`config.mk`:
```
export PLATFORM = sky130hd
export DESIGN_NAME = ucsbece154b_branch_resolve_flat
export DESIGN_NICKNAME = d
export VERILOG_FILES = /design/src/rtl/ucsbece154b_branch_resolve_if.sv /design/src/rtl/ucsbece154b_branch_resolve.sv /design/src/flat_wrapper.sv
export SDC_FILE = /design/constraint.sdc
export NUM_CORES = 1
export LEC_CHECK = 0
export ABC_AREA = 1
export CORE_MARGIN = 5
export CORE_UTILIZATION = 49
export CTS_BUF_LIST = sky130_fd_sc_hd__clkbuf_8
export DETAILED_ROUTE_END_ITERATION = 10
export DONT_BUFFER_PORTS = 1
export SLEW_MARGIN = 20
export SYNTH_ARGS = -nofsm -noshare
export SYNTH_HDL_FRONTEND = slang
export SYNTH_SLANG_ARGS = --single-unit
```
`constraint.sdc`:
```
create_clock -name clk -period 6.43 [get_ports clk]
set_clock_uncertainty 0.2 [all_clocks]
set_input_delay 0.643 -clock clk [delete_from_list [all_inputs] [get_ports clk]]
set_output_delay 0.643 -clock clk [all_outputs]
set_load 0.03 [all_outputs]
```
`src/rtl/ucsbece154b_branch_resolve_if.sv`:
```
// ucsbece154b_branch_resolve_if: fetch-side metadata and update controls between gshare/BTB predictor and resolve unit
interface ucsbece154b_branch_resolve_if #(
  parameter int NUM_BTB_ENTRIES = 32,
  parameter int NUM_GHR_BITS = 5
);
  localparam int IDX = $clog2(NUM_BTB_ENTRIES);
  logic [31:0] pc_f_i;
  logic pred_taken_f_i;
  logic [31:0] pred_target_f_i;
  logic [NUM_GHR_BITS-1:0] pht_raddr_f_i;
  logic btb_we_o;
  logic [IDX-1:0] btb_waddr_o;
  logic [31:0] btb_wdata_o;
  logic pht_we_o;
  logic [NUM_GHR_BITS-1:0] pht_waddr_o;
  logic pht_increment_o;
  logic ghr_reset_o;
  modport master (
    output pc_f_i, pred_taken_f_i, pred_target_f_i, pht_raddr_f_i,
    input btb_we_o, btb_waddr_o, btb_wdata_o, pht_we_o, pht_waddr_o, pht_increment_o, ghr_reset_o
  );
  modport slave (
    input pc_f_i, pred_taken_f_i, pred_target_f_i, pht_raddr_f_i,
    output btb_we_o, btb_waddr_o, btb_wdata_o, pht_we_o, pht_waddr_o, pht_increment_o, ghr_reset_o
  );
endinterface

```
`src/rtl/ucsbece154b_branch_resolve.sv`:
```
// ucsbece154b_branch_resolve: carries prediction metadata F->D->E, resolves it in E and drives predictor updates
module ucsbece154b_branch_resolve #(
  parameter int NUM_BTB_ENTRIES = 32,
  parameter int NUM_GHR_BITS = 5
) (
  input  logic clk,
  input  logic reset_i,
  input  logic stallF_i,
  input  logic stallD_i,
  input  logic flushD_i,
  input  logic flushE_i,
  ucsbece154b_branch_resolve_if.slave bp,
  input  logic [6:0] op_e_i,
  input  logic taken_e_i,
  input  logic [31:0] target_e_i,
  output logic mispredict_o,
  output logic [31:0] redirect_pc_o,
  output logic [31:0] branch_count_o,
  output logic [31:0] mispredict_count_o
);
  localparam int IDX = $clog2(NUM_BTB_ENTRIES);
  typedef struct packed {
    logic v;
    logic [31:0] pc;
    logic pt;
    logic [31:0] tgt;
    logic [NUM_GHR_BITS-1:0] pa;
  } meta_t;
  meta_t d, e;
  logic is_br, is_j, act_taken, tgt_miss;
  logic unused_stall_f;
  assign unused_stall_f = stallF_i;
  always_ff @(posedge clk) begin
    if (reset_i) d <= '0;
    else if (flushD_i) begin
      d.v <= 1'b0;
      d.pt <= 1'b0;
    end else if (!stallD_i) d <= '{1'b1, bp.pc_f_i, bp.pred_taken_f_i, bp.pred_target_f_i, bp.pht_raddr_f_i};
  end
  // a stalled D must not be resolved twice, so E takes a bubble instead of a copy
  always_ff @(posedge clk) begin
    if (reset_i || flushE_i || stallD_i) e <= '0;
    else e <= d;
  end
  always_comb begin
    is_br = op_e_i == 7'b1100011;
    is_j = op_e_i == 7'b1101111 || op_e_i == 7'b1100111;
    act_taken = is_br ? taken_e_i : is_j;
    tgt_miss = e.tgt != target_e_i;
    mispredict_o = e.v && (e.pt != act_taken || (act_taken && tgt_miss));
    redirect_pc_o = mispredict_o ? (act_taken ? target_e_i : e.pc + 32'd4) : '0;
    bp.btb_we_o = e.v && act_taken && (is_br || is_j) && (!e.pt || tgt_miss);
    bp.btb_waddr_o = e.v ? e.pc[IDX+1:2] : '0;
    bp.btb_wdata_o = e.v ? target_e_i : '0;
    bp.pht_we_o = e.v && is_br;
    bp.pht_waddr_o = e.v ? e.pa : '0;
    bp.pht_increment_o = e.v && taken_e_i;
    bp.ghr_reset_o = mispredict_o && is_br;
  end
  always_ff @(posedge clk) begin
    if (reset_i) begin
      branch_count_o <= '0;
      mispredict_count_o <= '0;
    end else begin
      branch_count_o <= branch_count_o + {31'd0, bp.pht_we_o};
      mispredict_count_o <= mispredict_count_o + {31'd0, mispredict_o};
    end
  end
endmodule

```
`src/flat_wrapper.sv`:
```
// flat-port wrapper written by rule: the top's interface ports become plain ports
module ucsbece154b_branch_resolve_flat 
#(
  parameter int NUM_BTB_ENTRIES = 32,
  parameter int NUM_GHR_BITS = 5
)
  (clk, reset_i, stallF_i, stallD_i, flushD_i, flushE_i, op_e_i, taken_e_i, target_e_i, mispredict_o, redirect_pc_o, branch_count_o, mispredict_count_o, bp_pc_f_i, bp_pred_taken_f_i, bp_pred_target_f_i, bp_pht_raddr_f_i, bp_btb_we_o, bp_btb_waddr_o, bp_btb_wdata_o, bp_pht_we_o, bp_pht_waddr_o, bp_pht_increment_o, bp_ghr_reset_o);
  ucsbece154b_branch_resolve_if #(.NUM_BTB_ENTRIES(NUM_BTB_ENTRIES), .NUM_GHR_BITS(NUM_GHR_BITS)) bp_i ();
  input  logic clk;
  input  logic reset_i;
  input  logic stallF_i;
  input  logic stallD_i;
  input  logic flushD_i;
  input  logic flushE_i;
  input  logic [6:0] op_e_i;
  input  logic taken_e_i;
  input  logic [31:0] target_e_i;
  output logic mispredict_o;
  output logic [31:0] redirect_pc_o;
  output logic [31:0] branch_count_o;
  output logic [31:0] mispredict_count_o;
  input wire logic [$bits(bp_i.pc_f_i)-1:0] bp_pc_f_i;
  input wire logic [$bits(bp_i.pred_taken_f_i)-1:0] bp_pred_taken_f_i;
  input wire logic [$bits(bp_i.pred_target_f_i)-1:0] bp_pred_target_f_i;
  input wire logic [$bits(bp_i.pht_raddr_f_i)-1:0] bp_pht_raddr_f_i;
  output wire logic [$bits(bp_i.btb_we_o)-1:0] bp_btb_we_o;
  output wire logic [$bits(bp_i.btb_waddr_o)-1:0] bp_btb_waddr_o;
  output wire logic [$bits(bp_i.btb_wdata_o)-1:0] bp_btb_wdata_o;
  output wire logic [$bits(bp_i.pht_we_o)-1:0] bp_pht_we_o;
  output wire logic [$bits(bp_i.pht_waddr_o)-1:0] bp_pht_waddr_o;
  output wire logic [$bits(bp_i.pht_increment_o)-1:0] bp_pht_increment_o;
  output wire logic [$bits(bp_i.ghr_reset_o)-1:0] bp_ghr_reset_o;
  assign bp_i.pc_f_i = bp_pc_f_i;
  assign bp_i.pred_taken_f_i = bp_pred_taken_f_i;
  assign bp_i.pred_target_f_i = bp_pred_target_f_i;
  assign bp_i.pht_raddr_f_i = bp_pht_raddr_f_i;
  assign bp_btb_we_o = bp_i.btb_we_o;
  assign bp_btb_waddr_o = bp_i.btb_waddr_o;
  assign bp_btb_wdata_o = bp_i.btb_wdata_o;
  assign bp_pht_we_o = bp_i.pht_we_o;
  assign bp_pht_waddr_o = bp_i.pht_waddr_o;
  assign bp_pht_increment_o = bp_i.pht_increment_o;
  assign bp_ghr_reset_o = bp_i.ghr_reset_o;
  ucsbece154b_branch_resolve #(.NUM_BTB_ENTRIES(NUM_BTB_ENTRIES), .NUM_GHR_BITS(NUM_GHR_BITS)) u_core (.clk(clk), .reset_i(reset_i), .stallF_i(stallF_i), .stallD_i(stallD_i), .flushD_i(flushD_i), .flushE_i(flushE_i), .bp(bp_i), .op_e_i(op_e_i), .taken_e_i(taken_e_i), .target_e_i(target_e_i), .mispredict_o(mispredict_o), .redirect_pc_o(redirect_pc_o), .branch_count_o(branch_count_o), .mispredict_count_o(mispredict_count_o));
endmodule
```
==> impl_metrics.env, run 1 <==
export IMPL_yosys_area_top_type="dfxtp_1"
export IMPL_dpl_cell_count=1653
export IMPL_synth_most_common_cell="nand2_1"
export IMPL_synth_seq_cells=206
export IMPL_cts_buffers=35
export IMPL_synth_edff_count=0
export IMPL_ys_flop_type="dfxtp_1"
export IMPL_fill_cells=2010
export IMPL_grt_pass1_wl_um=42800
export IMPL_clock_sinks=206
export IMPL_drcViolationCount=0
export IMPL_rsz0062_at_grt="no"
export IMPL_end_kind="flop"
export IMPL_gp_congestion=0.965
export IMPL_cp_required_ps=6650
export IMPL_totalPowerFinal_mw=2.69
export IMPL_syn_to_final_growth_pct=9.66
export IMPL_io_pins=259
export IMPL_ir_worst_vdd_v=0.000157
export IMPL_cts_tree="done"
export IMPL_row_count=51
export IMPL_startpoint_type="flop"
export IMPL_layout_drive_gt1_share=0.0937
export IMPL_worstPathMaxFanout=45
export IMPL_outcome="completed"
export IMPL_cts_resized=0
export IMPL_synth_common_cells="268 x nand2_1, 253 x inv_1, 206 x dfxtp_1, 157 x nor2_1, 139 x a21oi_1"
export IMPL_vias=8735
export IMPL_hold_violations=0
export IMPL_cts_root_buf="clkbuf_8"
export IMPL_clockBufferDepth=3
export IMPL_p_per_area_nw_per_um2=250
export IMPL_dp_hpwl_um=21400
export IMPL_cts_htree_levels=2
export IMPL_ys_types=42
export IMPL_syn_nets=1556
export IMPL_maxSlewViolCount=0
export IMPL_routedWlPerCell_um=16.5
export IMPL_antenna_left=0
export IMPL_design_die_area_um2=23000
export IMPL_synthCells=1435
export IMPL_overflow=0
export IMPL_die_h_um=152
export IMPL_leakage_nw=4.34
export IMPL_slew_headroom=0.407
export IMPL_worstMarginPinSlew_ps=889
export IMPL_io_buffers=0
export IMPL_netlist_area_um2=9820
export IMPL_yosys_warnings=0
export IMPL_start_util=0.501
export IMPL_fin_nets=1548
export IMPL_cap_violations=0
export IMPL_die_x_um=152
export IMPL_avgSynthCellArea_um2=6.84
export IMPL_clk_latency_ps=530
export IMPL_netlist_top_cells_area="dfxtp_1 42%, nand2_1 10%, inv_1 9.7%"
export IMPL_crit_type="flop to flop"
export IMPL_tns_ps=0
export IMPL_crit_arrival_ps=4100
export IMPL_globalRouteTotalUtil=0.239
export IMPL_yosysTopAreaCellShare=0.420
export IMPL_hold_class="input port to flop"
export IMPL_clk_pin_slew_worst_paths_ps=60
export IMPL_drt_iter0_markers=394
export IMPL_async_flop_share=0
export IMPL_viasPerCell=5.08
export IMPL_coreArea_um2=19600
export IMPL_layoutNonFillerInstCount=1720
export IMPL_setup_viol=0
export IMPL_period_share=0.603
export IMPL_synth_seq_area_share=0.420
export IMPL_first_global_vias=8048
export IMPL_grt_max_degree=100
export IMPL_first_pass_iters=5
export IMPL_totalWireLength_um=28300
export IMPL_antenna_found_initial=9
export IMPL_layout_min_cycle_time_ps=3880
export IMPL_fmax_mhz=258
[where the power goes]
| part | switching, mW | internal [mW] |
|---|---|---|
| clock | 0.534 | 0.705 |
| sequential | 0.0123 | 1.31 |
| combinational | 0.0849 | 0.0392 |
[layout make-up]
| class | instances | area (µm²) | area share |
|---|---|---|---|
| clock inverters | 18 | 145 | 0.0135 |
| well taps | 265 | 332 | 0.0308 |
| multi-input cells | 910 | 4470 | 0.415 |
| clock buffers | 44 | 606 | 0.0562 |
| diodes | 3 | 7.51 | 0.000697 |
| flip-flops and latches | 206 | 4130 | 0.383 |
| repair buffers | 9 | 82.6 | 0.00767 |
| inverters | 265 | 998 | 0.0927 |
[through the flow]
| stage | utilization | area [µm²] | hold slack [ps] | setup WS (ps) |
|---|---|---|---|---|
| floorplan | - | 9820 | 216 | 3130 |
| global placement | 0.509 | 9980 | 223 | 2230 |
| detailed placement | 0.509 | 9980 | 225 | 2150 |
| CTS | 0.549 | 10800 | 42.3 | 2540 |
| global route | 0.550 | 10800 | 47.6 | 2200 |
| finish | 0.550 | 10800 | 66.5 | 2550 |
[critical path: stages, from the launching register on]
cell,delay [ps]
dfxtp_2,310
buf_4,420
inv_1,160
nor2_1,170
nand2_2,430
nand2_1,530
ha_1,250
ha_1,160
nand2_1,90
inv_2,90
nand2_2,80
nor2_2,130
nand2_1,120
nor2_4,170
nand3_1,150
nor3b_1,230
nor2_1,70
[flip-flops by register name (all words and copies together), names as in the netlist]
signal                     flops
u_core.d                      71
u_core.e                      71
u_core.branch_count_o         32
u_core.mispredict_count_o     32
[what timing repair did]
item,in CTS,in global routing
endpoints found under the setup margin,0,0
endpoints found under the hold margin,30,0
hold buffers,2,0
setup buffers,0,0
[cell usage in the layout, fill, tap and decap left out, drive strengths merged]
| cell | n |
|---|---|
| a211oi | 3 |
| a21boi | 1 |
| a21oi | 145 |
| a31oi | 1 |
| buf | 8 |
| bufinv | 2 |
| clkbuf | 44 |
| clkinv | 9 |
| dfxtp | 206 |
| diode | 3 |
| dlygate4sd3 | 1 |
| ha | 5 |
| inv | 272 |
| nand2 | 280 |
| nand3 | 57 |
| nand3b | 6 |
| nand4 | 23 |
| nor2 | 175 |
| nor3 | 42 |
| nor3b | 4 |
| nor4 | 3 |
| o21a | 4 |
| o21ai | 121 |
| o21bai | 1 |
| o22ai | 5 |
| o31ai | 1 |
| or2 | 9 |
| xnor2 | 12 |
| xor2 | 12 |
[path summary, 6_finish.rpt]
check	startpoint	end	slack [ps]	cells past startpoint
hold / removal	reset_i	u_core.branch_count_o[4]	70	2
setup / recovery	u_core.e[70]	u_core.mispredict_count_o[24]	2550	16
setup reg to reg	u_core.e[70]	u_core.mispredict_count_o[24]	2550	16
hold reg to reg	u_core.d[5]	u_core.e[5]	210	2
[logic make-up after synthesis]
group,synth area share
AO/OA/AOI/OAI,0.149
adder cells (fa/ha/maj),0.00637
flip-flops,0.420
XOR/XNOR,0.0214
AND/OR/NAND/NOR,0.278
buffers and inverters,0.125
[per-layer routing]
layer,share of wire,routed length (µm),GRT usage
met1,0.42,11800,0.295
met2,0.46,13000,0.398
met3,0.095,2680,0.0782
met4,0.026,735,0.0741
met5,0.0024,69,0
Note: power is estimated with default switching activity, not from simulation.
==> run 2: changes to the inputs <==
==> constraint.sdc (replaced) <==
create_clock -name clk -period 4 [get_ports clk]
set_clock_uncertainty 0.2 [all_clocks]
set_input_delay 0.4 -clock clk [delete_from_list [all_inputs] [get_ports clk]]
set_output_delay 0.4 -clock clk [all_outputs]
set_load 0.03 [all_outputs]
==> run 2 against run 1 <==
Sequential power grew 61%. Setup slack lost 1600 ps. Sequential share of layout area shrank 3.2 points. Routed wire length grew 3.1%. Flip-flop and latch count is the same. Cell count grew 6.1%. Largest power group unchanged.
==> impl_metrics.env, run 2 (same netlist as run 1, synthesis figures left out) <==
export IMPL_outcome="completed"
export IMPL_critPathMaxStageDelay_ps=420
export IMPL_final_common_cell="nand2_1"
export IMPL_row_count=51
export IMPL_p_comb_frac=0.060
export IMPL_ir_worst_vdd_v=0.000284
export IMPL_tns_ps=0
export IMPL_gp_congestion=0.911
export IMPL_io_buffers=0
export IMPL_num_antenna_cells=0
export IMPL_layout_common_cells="267 x nand2_1, 259 x inv_1, 205 x dfxtp_1"
export IMPL_cts_tree="done"
export IMPL_overflow=0
export IMPL_slew_headroom=0.401
export IMPL_first_pass_iters=5
export IMPL_fin_area_um2=11800
export IMPL_cp_buffers_inverters=2
export IMPL_cts_htree_levels=2
export IMPL_start_util=0.501
export IMPL_worstMarginPinSlew_ps=899
export IMPL_postLayoutCoreUtil=0.600
export IMPL_startpoint_type="flop"
export IMPL_crit_family="simple AND/OR/NAND/NOR gates"
export IMPL_first_global_vias=8668
export IMPL_clockBufferDepth=3
export IMPL_design_die_area_um2=23000
export IMPL_drcViolationCount=0
export IMPL_totalWireLength_um=29200
export IMPL_dpl_cell_count=1688
export IMPL_holdPathStages=2
export IMPL_p_per_area_nw_per_um2=369
export IMPL_leakage_nw=4.84
export IMPL_worstPathMaxFanout=6
export IMPL_cap_violations=0
export IMPL_worstRegToRegCells=23
export IMPL_swShare=0.234
export IMPL_slowest_stage="dfxtp_1"
export IMPL_pwr_share_seq=0.492
export IMPL_crit_type="flop to primary output"
export IMPL_p_int_mw=3.32
export IMPL_crit_cells=10
export IMPL_drt_iter0_markers=456
export IMPL_setup_viol=0
export IMPL_syn_to_final_growth_pct=19.7
export IMPL_maxSlewViolCount=0
export IMPL_vias=9132
export IMPL_clock_sinks=206
export IMPL_rsz0062_at_grt="no"
export IMPL_antenna_found_initial=0
export IMPL_fmax_mhz=326
export IMPL_clk_latency_ps=510
export IMPL_routedWlPerCell_um=16.0
export IMPL_die_h_um=152
export IMPL_period_share=0.767
export IMPL_coreArea_um2=19600
export IMPL_dp_hpwl_um=21800
export IMPL_cp_required_ps=3400
export IMPL_antenna_left=0
export IMPL_power_share_clock=0.448
export IMPL_fin_nets=1656
export IMPL_crit_arrival_ps=2470
export IMPL_hold_class="input port to flop"
export IMPL_placed_area_um2=10300
export IMPL_viasPerCell=5.00
export IMPL_grt_max_degree=104
export IMPL_end_kind="primary output"
export IMPL_fill_cells=1886
export IMPL_cts_buffers=36
export IMPL_hold_violations=0
export IMPL_cts_root_buf="clkbuf_8"
export IMPL_p_sw_mw=1.01
export IMPL_top_regs="u_core.d: 71 flops, u_core.e: 71 flops"
export IMPL_layout_min_cycle_time_ps=3070
export IMPL_layoutNonFillerInstCount=1825
export IMPL_clk_pin_slew_worst_paths_ps=50
export IMPL_die_x_um=152
export IMPL_grt_pass1_wl_um=45300
export IMPL_globalRouteTotalUtil=0.250
export IMPL_totalPowerFinal_mw=4.34
export IMPL_io_pins=259
export IMPL_layout_drive_gt1_share=0.110
export IMPL_path_cells="ha_1 > nand3_2 > nor3_4 > nand2_4 > clkinv_2 > nand4_1 > nand3_1 > nand2_1 > a21oi_2 > buf_4"
==> run 2: cell types whose count changed in the layout (fill, tap and decap cells not counted), sizes merged <==
cell,previous run,this run
buf,8,43
clkinvlp,0,1
clkbuf,44,46
dlygate4sd3,1,73
bufinv,2,1
diode,3,0
inv,272,271
==> run 2: power groups by stage <==
stage                     clock [mW]  sequential (mW)  combinational, mW
final                           1.94             2.13              0.262
after global routing            2.10             2.13              0.297
after CTS                       2.00             2.13              0.264
after detailed placement           0             2.18              0.196
after global placement             0             2.17              0.192
after floorplan                    0             2.17              0.160
==> run 2: final cells by class <==
type	count	area [µm²]	share of cell area
timing repair buffer	116	1090	0.0928
tap	265	332	0.0282
inverter	265	998	0.0849
clock buffer	46	633	0.0538
clock inverter	17	106	0.00905
multi-input combinational	910	4470	0.380
sequential	206	4130	0.351
==> run 2: metal layers <==
metal,track usage,wire length [µm],vias to the layer above,share of wire
li1,-,-,4711,-
met1,0.312,12400,4075,0.42
met2,0.421,13700,294,0.47
met3,0.0702,2370,52,0.081
met4,0.0746,783,0,0.027
met5,0,0,-,0
==> run 2: worst reg2reg max path, cell delays in order (launching register included) <==
cell and delay [ps]:
dfxtp_1 410, inv_1 60, nand2_1 60, nand2_1 50, inv_1 40, nand2_1 40
nor2_1 90, nand2_1 70, nor2_1 120, nand3_1 150, nand2_2 100, nand2_1 110
ha_1 240, ha_1 200, nand2_1 110, inv_2 60, nand2_2 100, nor2_2 60
nand2_1 140, nor2_4 70, nand3_1 140, nor2_1 50, o21ai_0 150, nor2_1 50
==> run 2: repair_timing <==
item,CTS,global route
setup buffers,0,0
hold buffers,74,0
hold endpoints to repair,102,0
gates resized for setup,0,0
endpoints found under the setup margin,0,0
==> run 2: per-stage QoR <==
stage                     setup slack, ps  hold WS [ps]
after floorplan                       944           216
final                                 932          36.4
after CTS                             898          6.95
after global routing                  680          12.6
after global placement               1020           221
after detailed placement              983           225
==> run 2: worst paths after layout <==
path	startpoint	to	slack [ps]
hold / removal	bp_pc_f_i[27]	u_core.d[65]	40
setup reg to reg	u_core.e[34]	u_core.mispredict_count_o[24]	1030
setup / recovery	u_core.e[40]	redirect_pc_o[22]	930
hold reg to reg	u_core.d[4]	u_core.e[4]	230
